===== config.mk =====
export PLATFORM = sky130hd
export DESIGN_NAME = mux8_rr_arbiter
export DESIGN_NICKNAME = d
export VERILOG_FILES = /design/src/rtl/mux8_rr_arbiter_pkg.sv /design/src/rtl/mux8_rr_arbiter_rr_pick.sv /design/src/rtl/mux8_rr_arbiter.sv
export SDC_FILE = /design/constraint.sdc
export NUM_CORES = 1
export LEC_CHECK = 0
export CORE_MARGIN = 2
export CORE_UTILIZATION = 45
export DETAILED_ROUTE_END_ITERATION = 16
export PLACE_DENSITY = 0.71
export SYNTH_ARGS = -nofsm -noshare
export SYNTH_HDL_FRONTEND = slang
export SYNTH_SLANG_ARGS = --single-unit
export TNS_END_PERCENT = 50

===== constraint.sdc =====
create_clock -name clk -period 3.58 [get_ports clk]
set_input_delay 0.895 -clock clk [delete_from_list [all_inputs] [get_ports clk]]
set_output_delay 0.895 -clock clk [all_outputs]
set_load 0.02 [all_outputs]

===== src/rtl/mux8_rr_arbiter_pkg.sv =====
// Shared types for the 8-way round-robin arbiter in front of the Mux8to1 selector.
// Contents: requester count, select width, request vector type, arbiter state enum.
// No ports; imported by rr_pick and mux8_rr_arbiter.
package arb_pkg;

    localparam int NUM_REQ = 8;
    localparam int SEL_W   = 3;

    typedef logic [NUM_REQ-1:0] req_vec_t;

    typedef enum logic {
        IDLE = 1'b0,
        BUSY = 1'b1
    } arb_state_t;

endpackage


===== src/rtl/mux8_rr_arbiter_rr_pick.sv =====
// Combinational rotating-priority picker: first set request at or after start_i, wrapping.
// Ports: req_i (request vector), start_i (first index searched) -> found_o, onehot_o, idx_o.
// Purely combinational, zero latency; no handshake.
module rr_pick
    import arb_pkg::*;
(
    input  req_vec_t         req_i,
    input  logic [SEL_W-1:0] start_i,
    output logic             found_o,
    output req_vec_t         onehot_o,
    output logic [SEL_W-1:0] idx_o
);

    logic [SEL_W-1:0] cand;

    always_comb begin
        found_o  = 1'b0;
        onehot_o = '0;
        idx_o    = '0;
        cand     = '0;
        for (int k = 0; k < NUM_REQ; k++) begin
            // SEL_W-bit addition wraps modulo NUM_REQ, giving the circular search order.
            cand = start_i + SEL_W'(k);
            if (!found_o && req_i[cand]) begin
                found_o        = 1'b1;
                onehot_o[cand] = 1'b1;
                idx_o          = cand;
            end
        end
    end

endmodule


===== src/rtl/mux8_rr_arbiter.sv =====
// Round-robin arbiter owning the Mux8to1 select, with valid/ready handshake to one consumer.
// Ports: clk, reset (sync, active-high), req, out_ready -> grant (one-hot), select, out_valid, xfer_count.
// Grant registered 1 cycle after request; held while out_ready is low; back-to-back on accept.
module mux8_rr_arbiter
    import arb_pkg::*;
#(
    parameter int CNT_W = 16
) (
    input  logic               clk,
    input  logic               reset,
    input  logic [NUM_REQ-1:0] req,
    input  logic               out_ready,
    output logic [NUM_REQ-1:0] grant,
    output logic [SEL_W-1:0]   select,
    output logic               out_valid,
    output logic [CNT_W-1:0]   xfer_count
);

    arb_state_t       state_q, state_d;
    req_vec_t         grant_q, grant_d;
    logic [SEL_W-1:0] select_q, select_d;
    logic             valid_q, valid_d;
    logic [SEL_W-1:0] last_q, last_d;
    logic [CNT_W-1:0] cnt_q, cnt_d;

    req_vec_t         pick_req;
    logic [SEL_W-1:0] pick_start;
    logic             pick_found;
    req_vec_t         pick_onehot;
    logic [SEL_W-1:0] pick_idx;

    // One picker serves both cases. While BUSY the only useful pick is the re-pick on
    // accept: the served requester is masked and the search starts just after it, which
    // equals the value last will take on this edge.
    always_comb begin
        if (state_q == BUSY) begin
            pick_req   = req & ~grant_q;
            pick_start = select_q + SEL_W'(1);
        end else begin
            pick_req   = req;
            pick_start = last_q + SEL_W'(1);
        end
    end

    rr_pick u_pick (
        .req_i    (pick_req),
        .start_i  (pick_start),
        .found_o  (pick_found),
        .onehot_o (pick_onehot),
        .idx_o    (pick_idx)
    );

    always_comb begin
        state_d  = state_q;
        grant_d  = grant_q;
        select_d = select_q;
        valid_d  = valid_q;
        last_d   = last_q;
        cnt_d    = cnt_q;
        case (state_q)
            IDLE: begin
                if (pick_found) begin
                    state_d  = BUSY;
                    grant_d  = pick_onehot;
                    select_d = pick_idx;
                    valid_d  = 1'b1;
                end
            end
            BUSY: begin
                // Without out_ready everything holds; req changes are deliberately ignored.
                if (out_ready) begin
                    last_d = select_q;
                    cnt_d  = cnt_q + CNT_W'(1);
                    if (pick_found) begin
                        grant_d  = pick_onehot;
                        select_d = pick_idx;
                    end else begin
                        // select keeps its value so the mux output stays stable while idle.
                        state_d = IDLE;
                        grant_d = '0;
                        valid_d = 1'b0;
                    end
                end
            end
            default: state_d = IDLE;
        endcase
    end

    always_ff @(posedge clk) begin
        if (reset) begin
            state_q  <= IDLE;
            grant_q  <= '0;
            select_q <= '0;
            valid_q  <= 1'b0;
            last_q   <= '1;     // index 7, so requester 0 is searched first after reset
            cnt_q    <= '0;
        end else begin
            state_q  <= state_d;
            grant_q  <= grant_d;
            select_q <= select_d;
            valid_q  <= valid_d;
            last_q   <= last_d;
            cnt_q    <= cnt_d;
        end
    end

    assign grant      = grant_q;
    assign select     = select_q;
    assign out_valid  = valid_q;
    assign xfer_count = cnt_q;

endmodule


==> flow_summary.ini, run 1 <==
[run_status]
status = completed

[route]
wl_met2_mm = 3.70
drc_errors = 0
dr_wl_met3_um = 351
highest-signal-layer = met4
ant_nets = 0
vias_per_cell = 5.78
wl_per_cell_um = 16.7
drt_iter0_drc = 128
num_vias = 2728
drt_wl_total_mm = 7.89
dr.pass1.iters = 4
wl_met1_mm = 3.77

[sta]
clock_skew_ns = 0.00796
finalCriticalPeriod_ns = 3.49
setup_ws_ns = 0.0919
max_freq_mhz = 287
slew_headroom_pct = 61.8
drv_slew = 0
tightest_slew_ns = 0.568
hold_viol_final = 0
worst_hold_slack_ns = 0.498
layout_worst_path_cycle_share_pct = 97.4
setup_viol = 0

[synth]
synthFlopType = dfxtp_1
ys_ff_latch = 32
yosysWarnings = 0
synthArstFlopShare_pct = 0
yosysSeqAreaShare_pct = 25.3
avgSynthCellArea_um2 = 8.04
netlist_instances = 315
synth-edff-count = 0
synth_cell_types = 57
synthesis.nets = 329
netlist_area_um2 = 2530

[worst_setup_path]
required_ns = 3.78
crit_path_max_incr_delay_ns = 0.54
critPathKind = in2reg
cp_common_cell = or4_4
worstPathArrival_ns = 3.69
slowest_stage = or4_4
crit_fanout = 5
end_kind = flip-flop
path_cells = clkdlybuf4s50_1, a21boi_1, mux4_2, or4_4, or4_4, o32ai_4, mux2i_1, o2111ai_1
worstSetupStartpointType = input pin

[pwr]
p_int_mw = 1.56
p_leak_nw = 1.36
p_clk_share_pct = 12.3
comb_power_share_pct = 70.5
sequentialPowerShare_pct = 17.2
ir_worst_vdd_mv = 0.408
power.switching_mw = 1.27
powerDensity_nw_per_um2 = 805
swShare_pct = 44.9

[floorplan]
dieArea_um2 = 6250
rows = 27
initial_utilization_pct = 46.3
core_um2 = 5470
chipHeight_um = 79.0
die_w_um = 79.0
pin_count = 39

[clocking]
clk_latency_ns = 0.28
htreeDepth = 2
postCtsSetupRepairBufs = 0
cts_buffers = 5
clk_path_buf_depth = 2
clkSlewWorstSetupHoldPaths_ns = 0.08
cts_hold_buf = 0
cts_tree = yes
cts_resized = 1
cts-root-buf = clkbuf_8
cts_num_sinks = 32

[global_routing]
grt_pass1_wl_mm = 13.1
grt_overflow_total = 0
grt_pass1_vias = 2644
grt.total_usage_pct = 26.5
antenna_found_initial = 0
grt_max_degree = 22

[place]
post-place-ws_ns = -0.247
hpwl_mm = 6.12
dp.cells = 464
placedInstanceArea_um2 = 3360
gp_congestion = 0.962
port_buffers = 38

[finish]
drive_gt1_share_pct = 23.8
area_delta_synth_final_pct = 38.8
diodes = 0
final_cells = 472
nNetsFinal = 413
layout_commonest_cell = nor2_1
utilization_pct = 64.2
final_cell_mix = nor2_1, buf_4, clkdlybuf4s50_1
fill_cells = 506
fin_area_um2 = 3520

[job]
drv_cap = 0

[hold_path]
hp-class = reg2reg
==> cell families (layout without fill, tap and decap cells) <==
group                    after synthesis  count (layout)  share of synthesized area [%]
buffers and inverters                 20             105                           3.26
XOR/XNOR                              19              19                           7.41
adder cells (fa/ha/maj)                3               3                           1.48
multiplexers                          24              24                           12.8
flip-flops                            32              32                           25.3
AND/OR/NAND/NOR                      135             135                           25.4
AO/OA/AOI/OAI                         82              82                           24.4
==> sequential cells by signal, summed over array words and instances, names as in the netlist <==
name / flops
out_valid: 1
state_q: 1
select: 3
grant: 8
last_q: 3
xfer_count: 16
==> path summary, 6_finish.rpt <==
path	startpoint	endpoint	slack, ns	cells past startpoint
setup reg to reg	state_q	grant[6]	0.21	13
hold / removal	xfer_count[1]	xfer_count[1]	0.50	2
setup / recovery	req[2]	grant[6]	0.09	8
hold reg to reg	xfer_count[1]	xfer_count[1]	0.50	2
==> power groups by stage <==
| stage | logic (mW) | registers [mW] | clock network [mW] |
|---|---|---|---|
| after floorplan | 1.04 | 0.532 | 0 |
| after global placement | 1.91 | 0.488 | 0 |
| after detailed placement | 1.92 | 0.486 | 0 |
| after CTS | 1.93 | 0.480 | 0.353 |
| after global routing | 2.14 | 0.493 | 0.368 |
| final | 2.00 | 0.486 | 0.348 |
==> Yosys cell counts, types with 5 or more instances <==
| cell | n | share of area, % |
|---|---|---|
| or3_1 | 9 | 2.2 |
| xnor2_1 | 5 | 1.7 |
| o211ai_1 | 6 | 1.8 |
| nor2_1 | 55 | 8.1 |
| nand3_1 | 12 | 2.4 |
| a22oi_1 | 5 | 1.5 |
| inv_1 | 6 | 0.89 |
| nor3_1 | 5 | 0.99 |
| buf_2 | 6 | 1.2 |
| dfxtp_1 | 32 | 25 |
| xor2_1 | 12 | 4.1 |
| clkbuf_1 | 7 | 1.0 |
| o21ai_0 | 10 | 2.0 |
| a21boi_0 | 8 | 2.4 |
| a21oi_1 | 15 | 3.0 |
| nand3b_1 | 6 | 1.8 |
| mux2i_1 | 14 | 5.5 |
| nand2_1 | 29 | 4.3 |
==> stage by stage <==
step / total power, mW / setup TNS [ns]
finish: 2.83 / 0
global route: 3.00 / -0.000139
CTS: 2.76 / 0
detailed placement: 2.41 / -1.99
global placement: 2.39 / -1.18
floorplan: 1.57 / 0
==> layer usage <==
metal  up-vias  track usage [%]
met5         -                0
met4         0             5.00
met3         9             3.86
met2        79             43.7
met1      1308             37.1
li1       1332                -
==> critical path, delay by kind of cell <==
kind	cells	cell delay, ns
compound gates	3	0.68
mux	2	0.66
buf+inv	1	0.43
simple gates	2	1.02
==> layout make-up <==
type | count | area (um2) | share of cell area, %
inverter | 6 | 22.5 | 0.641
clock inverter | 3 | 42.5 | 1.21
timing repair buffer | 91 | 778 | 22.1
clock buffer | 5 | 68.8 | 1.96
tap | 72 | 90.1 | 2.56
sequential | 32 | 642 | 18.3
multi-input combinational | 263 | 1870 | 53.2
No activity file was read; power rests on OpenSTA's default activity.
==> run 2: changes to the inputs <==
--- a/config.mk
+++ b/config.mk
@@ -8,6 +8,7 @@
 export CORE_MARGIN = 2
 export CORE_UTILIZATION = 45
 export DETAILED_ROUTE_END_ITERATION = 16
+export MAX_ROUTING_LAYER = met4
 export PLACE_DENSITY = 0.71
 export SYNTH_ARGS = -nofsm -noshare
 export SYNTH_HDL_FRONTEND = slang
==> run 2 against run 1 <==
Critical path depth up 3. Critical endpoint is now grant[3]. Wire length down 2.3%. Utilization up 0.14 points.
==> flow_summary.ini, run 2 (same netlist as run 1, synthesis figures left out) <==
[global_routing]
antenna_found_initial = 0
grt_overflow_total = 0
grt_max_degree = 20
grt_pass1_vias = 2569
grt_pass1_wl_mm = 12.5
grt.total_usage_pct = 26.0

[place]
gp_congestion = 0.897
port_buffers = 38
hpwl_mm = 6.00
post-place-ws_ns = -0.198

[sta]
hold_viol_final = 0
setup_viol = 0
setup_ws_ns = 0.0755
setup_tns_ns = 0
max_freq_mhz = 285
slew_headroom_pct = 65.7
clock_skew_ns = 0.00517
layout_worst_path_cycle_share_pct = 97.9
tightest_slew_ns = 0.512
rsz0062_at_grt = yes
finalCriticalPeriod_ns = 3.50
drv_slew = 0

[clocking]
postCtsSetupRepairBufs = 0
cts_hold_buf = 0
cts_num_sinks = 32
cts-root-buf = clkbuf_8
cts_buffers = 5
clkSlewWorstSetupHoldPaths_ns = 0.07
clk_latency_ns = 0.28
clk_path_buf_depth = 2
htreeDepth = 2
cts_tree = yes

[route]
ant_nets = 0
drt_iter0_drc = 195
num_vias = 2731
drc_errors = 0
vias_per_cell = 5.73
dr.pass1.iters = 5
drt_wl_total_mm = 7.71
wl_per_cell_um = 16.2

[floorplan]
rows = 27
die_w_um = 79.0
pin_count = 39
initial_utilization_pct = 46.3
dieArea_um2 = 6250
core_um2 = 5470
chipHeight_um = 79.0

[pwr]
ir_worst_vdd_mv = 0.449
p_leak_nw = 1.38
powerDensity_nw_per_um2 = 789

[worst_setup_path]
worstPathArrival_ns = 3.68
critPathKind = in2reg
crit_fanout = 6
worstSetupStartpointType = input pin
end_kind = flip-flop
required_ns = 3.75

[job]
drv_cap = 0

[finish]
layout_commonest_cell = buf_4
drive_gt1_share_pct = 24.0
final_cell_mix = buf_4, nor2_1, clkdlybuf4s50_1
diodes = 0
area_delta_synth_final_pct = 39.1
fill_cells = 492
nNetsFinal = 418
largest_register_ffs = 16

[run_status]
status = completed

[hold_path]
hp-class = reg2reg
## run 2: changes by cell type in the layout (fill, tap and decap cells not counted), moves of 2 or more
| cell | before | now |
|---|---|---|
| buf_4 | 53 | 57 |
| o21ai_1 | 2 | 4 |
| o21ai_0 | 10 | 8 |
| a21boi_2 | 3 | 0 |
| a21boi_0 | 1 | 3 |
## run 2: cell type report
type | instances | area [um2] | share of cell area [%]
Inverter | 6 | 22.5 | 0.639
Sequential cell | 32 | 642 | 18.2
Tap cell | 72 | 90.1 | 2.56
Clock inverter | 1 | 7.51 | 0.213
Clock buffer | 7 | 86.3 | 2.45
Timing Repair Buffer | 96 | 828 | 23.5
Multi-Input combinational cell | 263 | 1850 | 52.4
## run 2: path summary, 6_finish.rpt
kind | startpoint | end | slack (ns) | depth (start not counted)
worst max register to register | state_q | grant[4] | 0.21 | 11
worst min-delay path | out_valid | out_valid | 0.50 | 2
worst min register to register | out_valid | out_valid | 0.50 | 2
worst max-delay path | req[6] | grant[3] | 0.08 | 11
## run 2: report_power, final
| group | switching (mW) | total, mW | internal, mW | leakage [nW] |
|---|---|---|---|---|
| clock network | 0.133 | 0.289 | 0.156 | 0.0445 |
| registers | 0.0678 | 0.482 | 0.414 | 0.261 |
| logic | 1.05 | 2.01 | 0.959 | 1.07 |
| total | 1.25 | 2.78 | 1.53 | 1.38 |
## run 2: timing repair
item / 4_1_cts / 5_1_grt
hold endpoints to repair: 0 / 0
endpoints found under the setup margin: 0 / 11
gates resized for setup: 0 / 13
## run 2: per-layer routing
layer  vias to the layer above  GRT usage (%)  wire length (um)
met5                         -              -                 0
met4                         0           5.86               153
met3                        19           3.86               510
met2                       102           40.8              3560
met1                      1275           35.6              3490
li1                       1335              -                 -
## run 2: critical path: stages
cell,delay [ns]
clkdlybuf4s50_1,0.45
a21boi_0,0.32
mux2i_1,0.12
buf_4,0.18
a22o_1,0.22
o21a_1,0.22
o21ai_1,0.29
o21ai_0,0.25
o211ai_1,0.35
nor2_1,0.07
or3_1,0.30
## run 2: metrics by stage
stage          instance area (um2)  power (mW)  hold slack, ns  cells  util [%]
2_1_floorplan                 2560        1.57           0.440    315         -
3_3_place_gp                  3410        2.41           0.458    469      62.3
3_5_place_dp                  3410        2.42           0.490    469      62.3
4_1_cts                       3510        2.72           0.505    477      64.1
5_1_grt                       3520        2.96           0.530    477      64.4
6_report                      3520        2.78           0.505    477      64.4
